<file path="config.mk">
export PLATFORM = sky130hd
export DESIGN_NAME = frame_rx_deframer_flat
export DESIGN_NICKNAME = d
export VERILOG_FILES = /design/src/rtl/frame_rx_deframer_if.sv /design/src/rtl/frame_rx_deframer.sv /design/src/flat_wrapper.sv
export SDC_FILE = /design/constraint.sdc
export NUM_CORES = 1
export LEC_CHECK = 0
export BUFFER_PORTS_ARGS = -buffer_cell sky130_fd_sc_hd__buf_2
export CAP_MARGIN = 20
export CORE_MARGIN = 5
export CORE_UTILIZATION = 54
export CTS_CLUSTER_SIZE = 20
export DETAILED_ROUTE_END_ITERATION = 6
export PLACE_DENSITY = 0.74
export SYNTH_ARGS = -nofsm -noshare
export SYNTH_HDL_FRONTEND = slang
export SYNTH_SLANG_ARGS = --single-unit
</file>
<file path="constraint.sdc">
create_clock -name read_clk -period 3.4 [get_ports read_clk]
set_input_delay 0.85 -clock read_clk [delete_from_list [all_inputs] [get_ports read_clk]]
set_output_delay 0.85 -clock read_clk [all_outputs]
set_load 0.05 [all_outputs]
</file>
<file path="src/rtl/frame_rx_deframer_if.sv">
// FIFO write-port bundle between the deframer (master) and the read FIFO (slave).
interface frame_rx_deframer_if;
  logic [7:0] dout;
  logic [1:0] dtype;
  logic       dout_we;
  logic       fifo_full;

  modport master (output dout, output dtype, output dout_we, input fifo_full);
  modport slave  (input dout, input dtype, input dout_we, output fifo_full);
endinterface

</file>
<file path="src/rtl/frame_rx_deframer.sv">
// Receive-side deframer: aligns on K28.5 idles, recovers SOF/EOF framed payload
// and writes each byte with a first/middle/last/abort tag into the read FIFO.
// Every byte is held back one character so the last one can be tagged on EOF.
module frame_rx_deframer #(
  parameter int LOCK_COUNT = 4,
  parameter int LOSS_COUNT = 8,
  parameter int MAX_LEN    = 256
) (
  input  logic                       read_clk,
  input  logic                       rst_n,
  input  logic                       rx_valid,
  input  logic [7:0]                 rx_data,
  input  logic                       rx_charisk,
  input  logic                       rx_code_err,
  frame_rx_deframer_if.master        fifo,
  output logic                       link_ready,
  output logic                       frame_err,
  output logic [15:0]                frame_cnt,
  output logic [15:0]                err_cnt
);

  localparam logic [7:0] K_IDLE = 8'hBC;
  localparam logic [7:0] K_SOF  = 8'hFB;
  localparam logic [7:0] K_EOF  = 8'hFD;

  typedef enum logic [1:0] {
    ST_IDLE    = 2'd0,
    ST_OPEN    = 2'd1,
    ST_HOLD    = 2'd2,
    ST_DISCARD = 2'd3
  } state_t;

  state_t      state_r, state_nx;
  logic [15:0] lock_r, lock_nx, loss_r, loss_nx, len_r, len_nx;
  logic [7:0]  hold_r, hold_nx, dout_r, dout_nx;
  logic [1:0]  dtype_r, dtype_nx, tag_s;
  logic        first_r, first_nx, we_r, we_nx, err_r, ready_r, ready_nx;
  logic [15:0] frame_cnt_r, err_cnt_r;
  logic        good_s, idle_s, sof_s, eof_s, data_s;
  logic        lose_s, wr_s, err_s, done_s, ovf_s;

  // Character classification; code errors and empty cycles count as bad.
  always_comb begin
    good_s = rx_valid & ~rx_code_err;
    idle_s = good_s & rx_charisk & (rx_data == K_IDLE);
    sof_s  = good_s & rx_charisk & (rx_data == K_SOF);
    eof_s  = good_s & rx_charisk & (rx_data == K_EOF);
    data_s = good_s & ~rx_charisk;
  end

  // Lock/loss counters and the link_ready decision for this character.
  always_comb begin
    lock_nx  = 16'd0;
    loss_nx  = 16'd0;
    ready_nx = ready_r;
    lose_s   = 1'b0;
    if (idle_s) begin
      lock_nx = (lock_r == 16'hFFFF) ? lock_r : lock_r + 16'd1;
    end else begin
      lock_nx = 16'd0;
    end
    if (!good_s) begin
      loss_nx = (loss_r == 16'hFFFF) ? loss_r : loss_r + 16'd1;
    end else begin
      loss_nx = 16'd0;
    end
    if (ready_r) begin
      if (loss_nx >= 16'(LOSS_COUNT)) begin
        ready_nx = 1'b0;
        lose_s   = 1'b1;
      end else begin
        ready_nx = 1'b1;
      end
    end else begin
      ready_nx = (lock_nx >= 16'(LOCK_COUNT)) ? 1'b1 : 1'b0;
    end
  end

  // Frame FSM next state, holdback update and write/error decisions.
  always_comb begin
    state_nx = state_r;
    hold_nx  = hold_r;
    first_nx = first_r;
    len_nx   = len_r;
    wr_s     = 1'b0;
    tag_s    = 2'b00;
    err_s    = 1'b0;
    done_s   = 1'b0;
    ovf_s    = 1'b0;
    if (lose_s) begin
      // Link dropped: close any open frame with an abort terminator.
      state_nx = ST_IDLE;
      if (state_r == ST_HOLD) begin
        wr_s  = 1'b1;
        tag_s = 2'b11;
        err_s = 1'b1;
      end else begin
        wr_s = 1'b0;
      end
    end else if (ready_r && good_s && !idle_s) begin
      case (state_r)
        ST_IDLE: begin
          if (sof_s) begin
            state_nx = ST_OPEN;
          end else if (data_s || eof_s) begin
            err_s = 1'b1;
          end else begin
            state_nx = ST_IDLE;
          end
        end
        ST_OPEN: begin
          if (data_s) begin
            state_nx = ST_HOLD;
            hold_nx  = rx_data;
            first_nx = 1'b1;
            len_nx   = 16'd1;
          end else if (sof_s) begin
            err_s = 1'b1;
          end else begin
            err_s    = 1'b1;
            state_nx = ST_IDLE;
          end
        end
        ST_HOLD: begin
          wr_s = 1'b1;
          if (data_s) begin
            if (len_r >= 16'(MAX_LEN)) begin
              tag_s    = 2'b11;
              err_s    = 1'b1;
              state_nx = ST_DISCARD;
            end else begin
              tag_s    = first_r ? 2'b01 : 2'b00;
              hold_nx  = rx_data;
              first_nx = 1'b0;
              len_nx   = len_r + 16'd1;
            end
          end else if (eof_s) begin
            tag_s    = 2'b10;
            done_s   = 1'b1;
            state_nx = ST_IDLE;
          end else if (sof_s) begin
            tag_s    = 2'b11;
            err_s    = 1'b1;
            state_nx = ST_OPEN;
          end else begin
            tag_s    = 2'b11;
            err_s    = 1'b1;
            state_nx = ST_IDLE;
          end
        end
        ST_DISCARD: begin
          if (sof_s) begin
            state_nx = ST_OPEN;
          end else if (eof_s) begin
            state_nx = ST_IDLE;
          end else begin
            state_nx = ST_DISCARD;
          end
        end
        default: state_nx = ST_IDLE;
      endcase
    end else begin
      state_nx = state_r;
    end
    // A write that the FIFO cannot take is dropped and the frame discarded.
    if (wr_s && fifo.fifo_full) begin
      ovf_s  = 1'b1;
      err_s  = 1'b1;
      done_s = 1'b0;
      if (!lose_s) begin
        state_nx = ST_DISCARD;
      end else begin
        state_nx = ST_IDLE;
      end
    end else begin
      ovf_s = 1'b0;
    end
    we_nx    = wr_s & ~ovf_s;
    dout_nx  = we_nx ? hold_r : dout_r;
    dtype_nx = we_nx ? tag_s : dtype_r;
  end

  // Frame FSM state register.
  always_ff @(posedge read_clk or negedge rst_n) begin
    if (!rst_n) begin
      state_r <= ST_IDLE;
    end else begin
      state_r <= state_nx;
    end
  end

  // Datapath, link state and registered outputs.
  always_ff @(posedge read_clk or negedge rst_n) begin
    if (!rst_n) begin
      lock_r      <= 16'd0;
      loss_r      <= 16'd0;
      ready_r     <= 1'b0;
      hold_r      <= 8'd0;
      first_r     <= 1'b0;
      len_r       <= 16'd0;
      dout_r      <= 8'd0;
      dtype_r     <= 2'b00;
      we_r        <= 1'b0;
      err_r       <= 1'b0;
      frame_cnt_r <= 16'd0;
      err_cnt_r   <= 16'd0;
    end else begin
      lock_r      <= lock_nx;
      loss_r      <= loss_nx;
      ready_r     <= ready_nx;
      hold_r      <= hold_nx;
      first_r     <= first_nx;
      len_r       <= len_nx;
      dout_r      <= dout_nx;
      dtype_r     <= dtype_nx;
      we_r        <= we_nx;
      err_r       <= err_s;
      frame_cnt_r <= (done_s && frame_cnt_r != 16'hFFFF) ? frame_cnt_r + 16'd1 : frame_cnt_r;
      err_cnt_r   <= (err_s && err_cnt_r != 16'hFFFF) ? err_cnt_r + 16'd1 : err_cnt_r;
    end
  end

  assign fifo.dout    = dout_r;
  assign fifo.dtype   = dtype_r;
  assign fifo.dout_we = we_r;
  assign link_ready   = ready_r;
  assign frame_err    = err_r;
  assign frame_cnt    = frame_cnt_r;
  assign err_cnt      = err_cnt_r;

endmodule
</file>
<file path="src/flat_wrapper.sv">
// flat-port wrapper written by rule: the top's interface ports become plain ports
module frame_rx_deframer_flat 
#(
  parameter int LOCK_COUNT = 4,
  parameter int LOSS_COUNT = 8,
  parameter int MAX_LEN    = 256
)
  (read_clk, rst_n, rx_valid, rx_data, rx_charisk, rx_code_err, link_ready, frame_err, frame_cnt, err_cnt, fifo_dout, fifo_dtype, fifo_dout_we, fifo_fifo_full);
  frame_rx_deframer_if fifo_i ();
  input  logic read_clk;
  input  logic rst_n;
  input  logic rx_valid;
  input  logic [7:0] rx_data;
  input  logic rx_charisk;
  input  logic rx_code_err;
  output logic link_ready;
  output logic frame_err;
  output logic [15:0] frame_cnt;
  output logic [15:0] err_cnt;
  output wire logic [$bits(fifo_i.dout)-1:0] fifo_dout;
  output wire logic [$bits(fifo_i.dtype)-1:0] fifo_dtype;
  output wire logic [$bits(fifo_i.dout_we)-1:0] fifo_dout_we;
  input wire logic [$bits(fifo_i.fifo_full)-1:0] fifo_fifo_full;
  assign fifo_dout = fifo_i.dout;
  assign fifo_dtype = fifo_i.dtype;
  assign fifo_dout_we = fifo_i.dout_we;
  assign fifo_i.fifo_full = fifo_fifo_full;
  frame_rx_deframer #(.LOCK_COUNT(LOCK_COUNT), .LOSS_COUNT(LOSS_COUNT), .MAX_LEN(MAX_LEN)) u_core (.read_clk(read_clk), .rst_n(rst_n), .rx_valid(rx_valid), .rx_data(rx_data), .rx_charisk(rx_charisk), .rx_code_err(rx_code_err), .fifo(fifo_i), .link_ready(link_ready), .frame_err(frame_err), .frame_cnt(frame_cnt), .err_cnt(err_cnt));
endmodule
</file>
==> results.py, run 1 <==
metrics = {
    "cts": {
        "cts_sinks": 104,
        "clock_latency_ns": 0.37,
        "cts_tree": "built",
        "cts_htree_levels": 3,
        "clk_path_buf_depth": 2,
        "ctsResizeCount": 0,
        "clk_pin_slew_worst_paths_ns": 0.09,
        "root_buffer": "clkbuf_8",
        "postCtsSetupBuffers": 0,
        "cts_made_buffers": 9,
        "hold_buffers": 0,
    },
    "setup_path": {
        "crit_type": "reg -> reg",
        "r2r_end": "u_core.err_cnt[5]",
        "end_kind": "flip-flop",
        "critPathLaunchType": "flip-flop",
        "r2r_cells": 10,
        "cp.arrival_ns": 3.40,
        "r2r-start": "u_core.loss_r[0]",
        "cp_max_fo": 10,
        "critical_path_required_ns": 3.65,
        "reg2reg_slack_ns": 0.25,
    },
    "route": {
        "dr.pass1.iters": 5,
        "vias_per_cell": 5.817,
        "drt_wl_total_um": 11510,
        "first_iter_violations": 132,
        "vias": 4281,
        "wl_per_cell_um": 15.64,
        "antenna_left": 0,
        "drc": 0,
    },
    "synth": {
        "synth.area.top_cells": "dfrtp_1 (48%), nor2_1 (4.1%), xor2_1 (3.9%)",
        "synth-seq-cells": 104,
        "syn_avg_cell_area_um2": 10.03,
        "ys_warn_count": 0,
        "ys.flop_type": "dfrtp_1",
        "syn-num-nets": 561,
        "synth_area_mm2": 0.005428,
        "synth_async_sr_flop_share_pct": 100.0,
        "synth_top_cell_area_share_pct": 47.95,
        "synth_cell_types": 71,
        "netlist_instances": 541,
        "synth-seq-area-share_pct": 47.95,
        "synth_edf_count": 0,
        "synthTopCellsByCount": "dfrtp_1 (104), nor2_1 (60), nand2_1 (46), nand3_1 (32), xor2_1 (24)",
        "yosysMostFrequentCell": "dfrtp_1",
        "synth_top_cell_by_area": "dfrtp_1",
    },
    "finish": {
        "finish.utilization_pct": 61.84,
        "multi_input_area_mm2": 0.002656,
        "layout.cells.non_filler": 736,
        "syn2layout_area_growth_pct": 11.36,
        "final_nets": 620,
        "drive_above_1_share_pct": 20.73,
        "n_fill_cell": 801,
        "register_area_mm2": 0.002603,
        "antenna_cells": 0,
    },
    "run_status": {
        "status": "finished, final reports clean",
    },
    "pwr": {
        "p_leak_nw": 2.927,
        "power_density_mw_per_mm2": 352.6,
        "ir_drop_v": 0.0002305,
    },
    "floorplanning": {
        "floorplan.initialDensity_pct": 55.53,
        "core_mm2": 0.009774,
        "std_cell_rows": 36,
        "die_h_um": 110.3,
        "io_pins": 59,
        "die_area_mm2": 0.01216,
        "fp.dieW_um": 110.3,
    },
    "sta": {
        "period_minus_slack_ns": 3.152,
        "hold_viol_final": 0,
        "fin_ws_ns": 0.2480,
        "fin_crit_sh_pct": 92.71,
        "slew_viol_final": 0,
        "finalSetupTns_ns": 0,
        "relSlewSlack_pct": 26.68,
        "setup-violations-final": 0,
        "clock.fmax_mhz": 317.3,
        "finClkSkew_ns": 0.01483,
        "grt_setup_unrepaired": "false",
        "tightest_slew_ns": 1.090,
        "hold_ws_ns": 0.4242,
    },
    "placement": {
        "portBuffers": 58,
        "hpwl_um": 8375,
        "place_ws_ns": 0.06452,
        "dp_cells": 722,
        "gp_congestion": 0.8797,
    },
    "job": {
        "drv_cap": 0,
    },
    "global_route": {
        "grt_usage_pct": 20.21,
        "grt.overflow.total": 0,
        "first_global_vias": 4082,
        "grt_pass1_wl_um": 19530,
        "antenna_found_initial": 0,
        "grt_max_degree": 73,
    },
    "min_path": {
        "min_path_type": "in -> async",
    },
}
-- worst max path at each step --
stage / start / end
5_1_grt: u_core.loss_r[0] / u_core.err_cnt[4]
3_3_place_gp: rx_code_err / u_core.err_cnt[14]
2_1_floorplan: rx_data[2] / u_core.err_cnt[14]
6_report: u_core.loss_r[0] / u_core.err_cnt[5]
3_5_place_dp: rx_code_err / u_core.err_cnt[14]
4_1_cts: u_core.loss_r[0] / u_core.err_cnt[5]
-- cell type report --
| cell class | instances | share of cell area, % |
|---|---|---|
| Tap cell | 133 | 2.753 |
| Clock buffer | 12 | 2.567 |
| Multi-Input combinational cell | 402 | 43.95 |
| Inverter | 13 | 0.8073 |
| Sequential cell | 104 | 43.06 |
| Clock inverter | 2 | 0.2691 |
| Timing Repair Buffer | 70 | 6.603 |
-- cell usage in the layout, fill, tap and decap left out, types with 12 or more instances in the layout --
cell and instances:
nand3_1 32, xor2_1 24, buf_2 57, dfrtp_1 104, a31oi_1 12, nand4_1 18, nor3_1 18, inv_1 13
mux2_2 16, nor2_1 60, and3_1 16, xnor2_1 22, nand2_1 46, a21oi_1 13, o21ai_0 18
-- logic make-up after synthesis --
kind of cell               synth area share, %
muxes                                    4.703
and+or+nand+nor                          25.96
xor gates and xnor gates                 7.423
AOI/OAI and AO/OA                        9.290
buffers and inverters                    3.297
adders and majority gates                1.383
DFF                                      47.95
-- through the flow --
stage                     area [um^2]  power [mW]
after global routing             6045       2.224
after detailed placement         5873       1.449
after global placement           5862       1.442
after CTS                        6045       2.150
final                            6045       2.132
after floorplan                  5428       1.381
-- sequential cells by signal, summed over array words and instances (netlist names) --
register,cells
u_core.fifo.dtype,2
u_core.len_r,16
u_core.state_r,2
u_core.fifo.dout_we,1
u_core.lock_r,16
u_core.err_cnt,16
u_core.frame_cnt,16
u_core.first_r,1
u_core.loss_r,16
u_core.fifo.dout,8
u_core.link_ready,1
u_core.frame_err,1
u_core.hold_r,8
-- routing by layer --
metal	global-route usage (%)	wire length, um	part of all wire, %
met5	0	0	0
met4	6.508	150	1.3
met3	4.834	656	5.7
met2	32.89	5631	49
met1	26.74	5072	44
-- critical path: stages, from the launching register on --
cell      delay (ns)
dfrtp_1         0.41
ha_1            0.28
and3_1          0.33
nand2_2         0.13
o311a_1         0.37
or3_1           0.40
o211ai_1        0.18
and3b_1         0.47
buf_4           0.23
nor3_1          0.07
xor2_1          0.17
-- power by group --
part           switching [mW]  internal (mW)  total (mW)  leakage (nW)
registers              0.0327           1.26        1.29          1.43
logic                  0.0883         0.0456       0.134          1.42
clock network           0.408          0.301       0.709        0.0845
No activity file was read; power rests on OpenSTA's default activity.
==> inputs of run 2 (changes only) <==
--- a/config.mk
+++ b/config.mk
@@ -7,7 +7,6 @@
 export LEC_CHECK = 0
 export BUFFER_PORTS_ARGS = -buffer_cell sky130_fd_sc_hd__buf_2
 export CAP_MARGIN = 20
-export CORE_MARGIN = 5
 export CORE_UTILIZATION = 54
 export CTS_CLUSTER_SIZE = 20
 export DETAILED_ROUTE_END_ITERATION = 6
==> results.py, run 2 (synthesis gave the netlist of run 1 again) <==
metrics = {
    "cts": {
        "clk_pin_slew_worst_paths_ns": 0.10,
        "cts_made_buffers": 9,
        "ctsResizeCount": 0,
        "clk_path_buf_depth": 2,
        "postCtsSetupBuffers": 0,
        "cts_htree_levels": 3,
        "hold_buffers": 0,
        "root_buffer": "clkbuf_8",
        "cts_tree": "built",
        "cts_sinks": 104,
        "clock_latency_ns": 0.37,
    },
    "sta": {
        "grt_setup_unrepaired": "false",
        "hold_ws_ns": 0.4345,
        "clock.fmax_mhz": 322.6,
        "tightest_slew_ns": 1.035,
        "finClkSkew_ns": 0.01267,
        "fin_crit_sh_pct": 91.16,
        "relSlewSlack_pct": 30.35,
        "setup-violations-final": 0,
        "period_minus_slack_ns": 3.100,
        "finalSetupTns_ns": 0,
        "slew_viol_final": 0,
        "hold_viol_final": 0,
    },
    "setup_path": {
        "cp_max_fo": 10,
        "end_kind": "flip-flop",
        "crit_path_cell_trace": "ha_1 -> and3_1 -> nand2_2 -> o311a_1 -> or3_1 -> o211ai_1 -> and3b_1 -> buf_4 -> nor3_1 -> xor2_1",
        "crit_family": "simple AND/OR/NAND/NOR gates",
        "slowest_stage": "and3b_1",
        "slowest_delay_ns": 0.49,
        "cp.buffers_inverters": 1,
        "cp.arrival_ns": 3.35,
        "critPathLaunchType": "flip-flop",
        "crit_type": "reg -> reg",
        "critical_path_required_ns": 3.65,
    },
    "route": {
        "vias_per_cell": 5.787,
        "wl_per_cell_um": 15.26,
        "drt_wl_total_um": 11260,
        "antenna_left": 0,
        "dr.pass1.iters": 4,
        "vias": 4271,
        "first_iter_violations": 209,
        "drc": 0,
    },
    "global_route": {
        "gr-usage-met1_pct": 29.86,
        "grt_max_degree": 69,
        "met2_usage_pct": 39.86,
        "antenna_found_initial": 0,
        "grt_most_used_layer": "met2",
        "grt_pass1_wl_um": 19290,
        "grt.overflow.total": 0,
        "first_global_vias": 4116,
        "gr-usage-met3_pct": 4.720,
        "grt_usage_pct": 23.43,
    },
    "finish": {
        "final_nets": 620,
        "finish.utilization_pct": 62.10,
        "multi_input_area_mm2": 0.002656,
        "syn2layout_area_growth_pct": 11.83,
        "layout.cells.non_filler": 738,
        "drive_above_1_share_pct": 21.16,
        "layout_common_cells": "dfrtp_1 (104), nor2_1 (60), buf_2 (57), nand2_1 (46), nand3_1 (32)",
        "antenna_cells": 0,
        "layout_commonest_cell": "dfrtp_1",
        "n_fill_cell": 801,
        "register_area_mm2": 0.002603,
    },
    "floorplanning": {
        "fp.dieW_um": 102.3,
        "die_h_um": 102.3,
        "core_mm2": 0.009774,
        "die_area_mm2": 0.01046,
        "std_cell_rows": 36,
        "floorplan.initialDensity_pct": 55.53,
        "io_pins": 59,
    },
    "run_status": {
        "status": "finished, final reports clean",
    },
    "pwr": {
        "switching_share_pct": 25.15,
        "power.total_mw": 2.195,
        "pwr-share-comb_pct": 6.0,
        "switchingPower_uw": 552.0,
        "p_leak_nw": 2.944,
        "p_int_mw": 1.643,
        "clkPwrFrac_pct": 35.3,
        "seq_power_share_pct": 58.7,
        "power_density_mw_per_mm2": 361.7,
        "ir_drop_v": 0.0002678,
    },
    "placement": {
        "portBuffers": 58,
        "hpwl_um": 8160,
        "gp_congestion": 0.9473,
        "dp_cells": 721,
    },
    "min_path": {
        "min_path_type": "in -> async",
    },
    "job": {
        "drv_cap": 0,
    },
}
==> run 2: changes by cell type in the layout (fill, tap and decap cells not counted) <==
| cell | delta |
|---|---|
| clkinv_4 | -1 |
| clkbuf_8 | -1 |
| inv_6 | +2 |
| clkinv_2 | +3 |
| buf_6 | -1 |
| clkbuf_1 | -1 |
| bufinv_16 | +1 |
==> run 2: stage by stage <==
stage | setup slack, ns | instance area [um^2]
floorplan | 0.3664 | 5428
global placement | 0.07755 | 5862
detailed placement | 0.04860 | 5862
CTS | 0.3057 | 6056
global route | 0.1043 | 6070
finish | 0.3004 | 6070
==> run 2: worst register-to-register path, cell delays in order, from the launching register on <==
cell and delay (ns):
dfrtp_1 0.42, ha_1 0.26, and3_1 0.31, nand2_2 0.11
o311a_1 0.37, or3_1 0.41, o211ai_1 0.16, and3b_1 0.49
buf_4 0.24, nor3_1 0.06, xor2_1 0.14
==> run 2: metal layers <==
| metal | wire length, um | vias to the layer above | share of wire [%] |
|---|---|---|---|
| met4 | 165 | 0 | 1.5 |
| li1 | - | 2067 | - |
| met1 | 5083 | 2081 | 45 |
| met3 | 451 | 13 | 4.0 |
| met2 | 5558 | 110 | 49 |
| met5 | 0 | - | 0 |
==> run 2: path summary, 6_finish.rpt <==
kind | startpoint | to | slack (ns) | cells after the start
max in group asynchronous | rst_n | u_core.len_r[7] | 2.25 | 2
worst max register to register | u_core.loss_r[0] | u_core.err_cnt[3] | 0.30 | 10
min in group read_clk | u_core.err_cnt[9] | u_core.err_cnt[9] | 0.50 | 1
worst min-delay path | rst_n | u_core.loss_r[9] | 0.43 | 1
worst max-delay path | u_core.loss_r[0] | u_core.err_cnt[3] | 0.30 | 10
worst min register to register | u_core.err_cnt[9] | u_core.err_cnt[9] | 0.50 | 1
==> run 2: power groups by stage <==
| stage | clock [mW] | sequential [mW] | combinational (mW) |
|---|---|---|---|
| after floorplan | 0 | 1.31 | 0.0707 |
| final | 0.775 | 1.29 | 0.131 |
| after global placement | 0 | 1.31 | 0.131 |
| after CTS | 0.798 | 1.29 | 0.133 |
| after global routing | 0.834 | 1.29 | 0.152 |
| after detailed placement | 0 | 1.31 | 0.134 |
==> run 2: layout make-up <==
cell class              count  area share [%]
well taps                 133           2.742
inverters                  13          0.8040
clock inverters             7           1.154
repair buffers             70           6.617
multi-input cells         402           43.76
clock buffers               9           2.041
flip-flops and latches    104           42.88
